$ cat src/rtl/backprop_step1_ctrl.sv
// Sequencer for the output-layer weight update: latches t1/h4, issues weight
// indices to the shared datapath and writes each w_update back after a fixed latency.
module backprop_step1_ctrl #(
  parameter int NUM_WEIGHTS  = 3,
  parameter int IDX_W        = 2,
  parameter int PIPE_LATENCY = 8,
  parameter int DATA_W       = 32
) (
  input  logic              clk,
  input  logic              reset_n,
  input  logic              start,
  input  logic [DATA_W-1:0] target_in,
  input  logic [DATA_W-1:0] osig_in,
  output logic [DATA_W-1:0] target_q,
  output logic [DATA_W-1:0] osig_q,
  output logic [IDX_W-1:0]  rd_idx,
  output logic              issue_valid,
  input  logic [DATA_W-1:0] wb_data,
  output logic              wr_en,
  output logic [IDX_W-1:0]  wr_idx,
  output logic              busy,
  output logic              done
);

  localparam logic [1:0] S_IDLE  = 2'd0;
  localparam logic [1:0] S_ISSUE = 2'd1;
  localparam logic [1:0] S_DRAIN = 2'd2;
  localparam logic [1:0] S_DONE  = 2'd3;

  localparam logic [IDX_W-1:0] LAST_IDX = IDX_W'(NUM_WEIGHTS - 1);

  logic [1:0]                         state;
  logic [PIPE_LATENCY-1:0]            vld_pipe;
  logic [PIPE_LATENCY-1:0][IDX_W-1:0] idx_pipe;

  // The w_update word is wired from the datapath straight into the store;
  // this block only times the write strobe.
  logic unused_wb;
  assign unused_wb = ^wb_data;

  assign issue_valid = (state == S_ISSUE);
  assign busy        = (state == S_ISSUE) || (state == S_DRAIN);
  assign done        = (state == S_DONE);
  assign wr_en       = vld_pipe[PIPE_LATENCY-1];
  assign wr_idx      = idx_pipe[PIPE_LATENCY-1];

  always_ff @(posedge clk) begin
    if (!reset_n) begin
      state    <= S_IDLE;
      target_q <= '0;
      osig_q   <= '0;
      rd_idx   <= '0;
      vld_pipe <= '0;
      idx_pipe <= '0;
    end else begin
      // Shadow of the datapath pipeline: tags each issued index with its latency.
      vld_pipe[0] <= issue_valid;
      idx_pipe[0] <= rd_idx;
      for (int i = 1; i < PIPE_LATENCY; i++) begin
        vld_pipe[i] <= vld_pipe[i-1];
        idx_pipe[i] <= idx_pipe[i-1];
      end

      case (state)
        S_IDLE: begin
          if (start) begin
            target_q <= target_in;
            osig_q   <= osig_in;
            rd_idx   <= '0;
            state    <= S_ISSUE;
          end
        end
        S_ISSUE: begin
          if (rd_idx == LAST_IDX) state <= S_DRAIN;
          else                    rd_idx <= rd_idx + 1'b1;
        end
        S_DRAIN: begin
          // Indices come out in order, so the last index written means the pipe is empty.
          if (wr_en && (wr_idx == LAST_IDX)) state <= S_DONE;
        end
        S_DONE:  state <= S_IDLE;
        default: state <= S_IDLE;
      endcase
    end
  end

endmodule
$ cat config.mk
export PLATFORM = sky130hd
export DESIGN_NAME = backprop_step1_ctrl
export DESIGN_NICKNAME = d
export VERILOG_FILES = /design/src/rtl/backprop_step1_ctrl.sv
export SDC_FILE = /design/constraint.sdc
export NUM_CORES = 1
export LEC_CHECK = 0
export ABC_AREA = 1
export BUFFER_PORTS_ARGS = -buffer_cell sky130_fd_sc_hd__buf_2
export CORE_MARGIN = 10
export CORE_UTILIZATION = 35
export CTS_CLUSTER_SIZE = 14
export DETAILED_ROUTE_END_ITERATION = 8
export GPL_ROUTABILITY_DRIVEN = 0
export PLACE_DENSITY_LB_ADDON = 0.1
export REMOVE_ABC_BUFFERS = 1
export SLEW_MARGIN = 5
export SYNTH_ARGS = -nofsm -noshare
export SYNTH_HDL_FRONTEND = slang
export SYNTH_SLANG_ARGS = --single-unit
$ cat constraint.sdc
create_clock -name clk -period 2.2 [get_ports clk]
set_input_delay 0.33 -clock clk [delete_from_list [all_inputs] [get_ports clk]]
set_output_delay 0.33 -clock clk [all_outputs]
set_load 0.03 [all_outputs]
==> results.cfg <==
[sta]
tightest_slew_ns = 1.14
timing.slew.headroom_pct = 24.1
rsz0062_at_grt = false
setup-violations-final = 0
fin_crit_sh_pct = 86.5
fin_ws_ns = 0.298
finalCriticalPeriod_ns = 1.90
hold_viol = 0
fin_skew_ns = 0.00755
drv_slew = 0
fmax_mhz = 526

[grt]
grt_pass1_vias = 2620
grt-ovfl-total = 0
grt.total_usage_pct = 12.4
grt_max_degree = 65
grt_pass1_wl_um = 13200
antenna_found_initial = 1

[cells_and_area]
fillers = 944
layoutNonFillerInstCount = 639
layout_common_cells = buf_2, nor2_1, dfxtp_1, o21ai_1, nand2_1
num_antenna_cells = 0
final_cell_area_mm2 = 0.00408
nets = 631
area_growth_pct = 26.5
final_common_cell = buf_2
final_layout_size_suffix_gt1_share_pct = 30.1

[routing]
drc = 0
routedWlPerCell_um = 13.3
drt-vias-per-instance = 4.35
drtIter0Drc = 164
ant_nets = 0
drt_wl_total_um = 8480
via_count = 2782
dr.pass1.iters = 4

[pwr]
switching_share_pct = 43.0
p_sw_mw = 2.29
p_per_area_mw_per_mm2 = 1310
internal_power_mw = 3.04
p_leak_nw = 2.16
seqPwrFrac_pct = 40.7
combPwrFrac_pct = 40.5
ir_drop_mv = 0.998
pwr-share-clk_pct = 18.8

[synthesis]
syn_avg_cell_area_um2 = 8.10
synthTopCellsByArea = dfxtp_1, nor2_1, o21ai_1, nand2_1, inv_1
synth_top_area_cell = dfxtp_1
synthCells = 398
synth_area_mm2 = 0.00322
ys_seq_area_share_pct = 57.2
yosys_warnings = 0
ys_ff_latch = 92
netlist.area_leader.share_pct = 57.2
yosys.cell_types.count = 15

[setup_path]
crit_required_ns = 2.49
crit_buf_inv = 2
crit_top_cell = nor2_1
cp_max_fo = 64
critPathTopFamily = buffers and inverters
slowest_stage = inv_2
path_cells = inv_1, ha_1, nand2_2, inv_2, nor2_1, nor2_1
start_kind = register
cpPeakStageDelay_ns = 0.79
critPathKind = reg2reg
setup.worst_path.end_class = register
critical_path_arrival_ns = 2.19

[placed_design]
post-place-ws_ns = 0.252
placed_cell_area_mm2 = 0.00390
portBuffers = 138
hpwl_um = 6050
dp.cells = 623

[clock_network]
clock_latency_ns = 0.35
clkSlewWorstSetupHoldPaths_ns = 0.09
cts.root.buffer_cell = clkbuf_8
cts_setup_buffers = 0
cts_buffers = 9
clk_path_buf_depth = 2
cts_tree = done
cts_hold_buffers = 0
ctsResizeCount = 0
cts.sinks = 92
htreeDepth = 3

[hold_path]
hold_path.class = in2reg

[flow_run]
drv_cap = 0

[floorplan]
die_w_um = 116
die_y_um = 116
fp-row-count = 34
start_util_pct = 36.4
core_mm2 = 0.00885
io-pin-count = 171
dieArea_mm2 = 0.0134

[run_status]
status = finished clean
[sequential cells by signal, summed over array words and instances, names as in the netlist]
| name | flops |
|---|---|
| idx_pipe | 14 |
| osig_q | 32 |
| rd_idx | 2 |
| state | 2 |
| target_q | 32 |
| vld_pipe | 8 |
| wr_idx | 2 |
[area by class of cell]
| cell class | instances | area (um2) | share of cell area (%) |
|---|---|---|---|
| Inverter | 34 | 128 | 3.13 |
| Timing Repair Buffer | 142 | 721 | 17.7 |
| Clock buffer | 9 | 124 | 3.04 |
| Multi-Input combinational cell | 247 | 1070 | 26.3 |
| Clock inverter | 7 | 53.8 | 1.32 |
| Tap cell | 108 | 135 | 3.31 |
| Sequential cell | 92 | 1840 | 45.2 |
[kinds of logic (layout without fill, tap and decap cells)]
kind of cell | Yosys count | count (layout) | synth area share (%)
buffers and inverters | 59 | 192 | 9.59
adders and majority gates | 6 | 6 | 2.33
DFF | 92 | 92 | 57.2
AOI/OAI and AO/OA | 69 | 69 | 10.7
and+or+nand+nor | 172 | 172 | 20.2
[synthesized netlist by cell type]
cell and n:
o21ai_1 60, inv_2 1, buf_6 6, ha_1 6, nand2_1 36, inv_1 33, o21ai_0 6, nor2_1 133
or2_0 1, dfxtp_1 92, nand3_1 2, a21oi_1 3, buf_2 4, clkbuf_1 5, buf_4 10
[worst reg2reg max path, stage by stage (launching register included)]
cell and delay (ns):
dfxtp_1 0.35, inv_1 0.11, ha_1 0.24, nand2_2 0.08, inv_2 0.79, nor2_1 0.12
nor2_1 0.15
[path summary, 6_finish.rpt]
kind | from | endpoint | slack, ns | cells past startpoint
worst max register to register | state[0] | osig_q[22] | 0.30 | 6
worst min-delay path | osig_in[13] | osig_q[13] | 0.20 | 3
worst min register to register | vld_pipe[4] | vld_pipe[5] | 0.41 | 2
worst max-delay path | state[0] | osig_q[22] | 0.30 | 6
[through the flow]
| stage | util [%] | power [mW] | hold slack [ns] | setup TNS (ns) |
|---|---|---|---|---|
| 3_3_place_gp | 44.1 | 4.36 | 0.393 | 0 |
| 2_1_floorplan | - | 3.72 | 0.390 | -39.37 |
| 4_1_cts | 46.1 | 5.43 | 0.179 | 0 |
| 6_report | 46.1 | 5.33 | 0.204 | 0 |
| 3_5_place_dp | 44.1 | 4.41 | 0.397 | 0 |
| 5_1_grt | 46.1 | 5.74 | 0.188 | 0 |
[layer usage]
| layer | vias up | share of wire (%) | GRT usage (%) |
|---|---|---|---|
| met5 | - | 0.24 | 0 |
| met4 | 2 | 2.2 | 5.75 |
| met3 | 15 | 8.8 | 5.06 |
| met2 | 94 | 44 | 19.5 |
| met1 | 1198 | 44 | 14.5 |
| li1 | 1473 | - | - |
[power by group through the flow]
stage	clock (mW)	combinational (mW)	sequential (mW)
floorplan	0	0.904	2.81
global placement	0	2.17	2.19
detailed placement	0	2.20	2.21
CTS	1.06	2.20	2.17
global route	1.13	2.40	2.21
finish	1.00	2.16	2.17
Note: power is estimated with default switching activity, not from simulation.
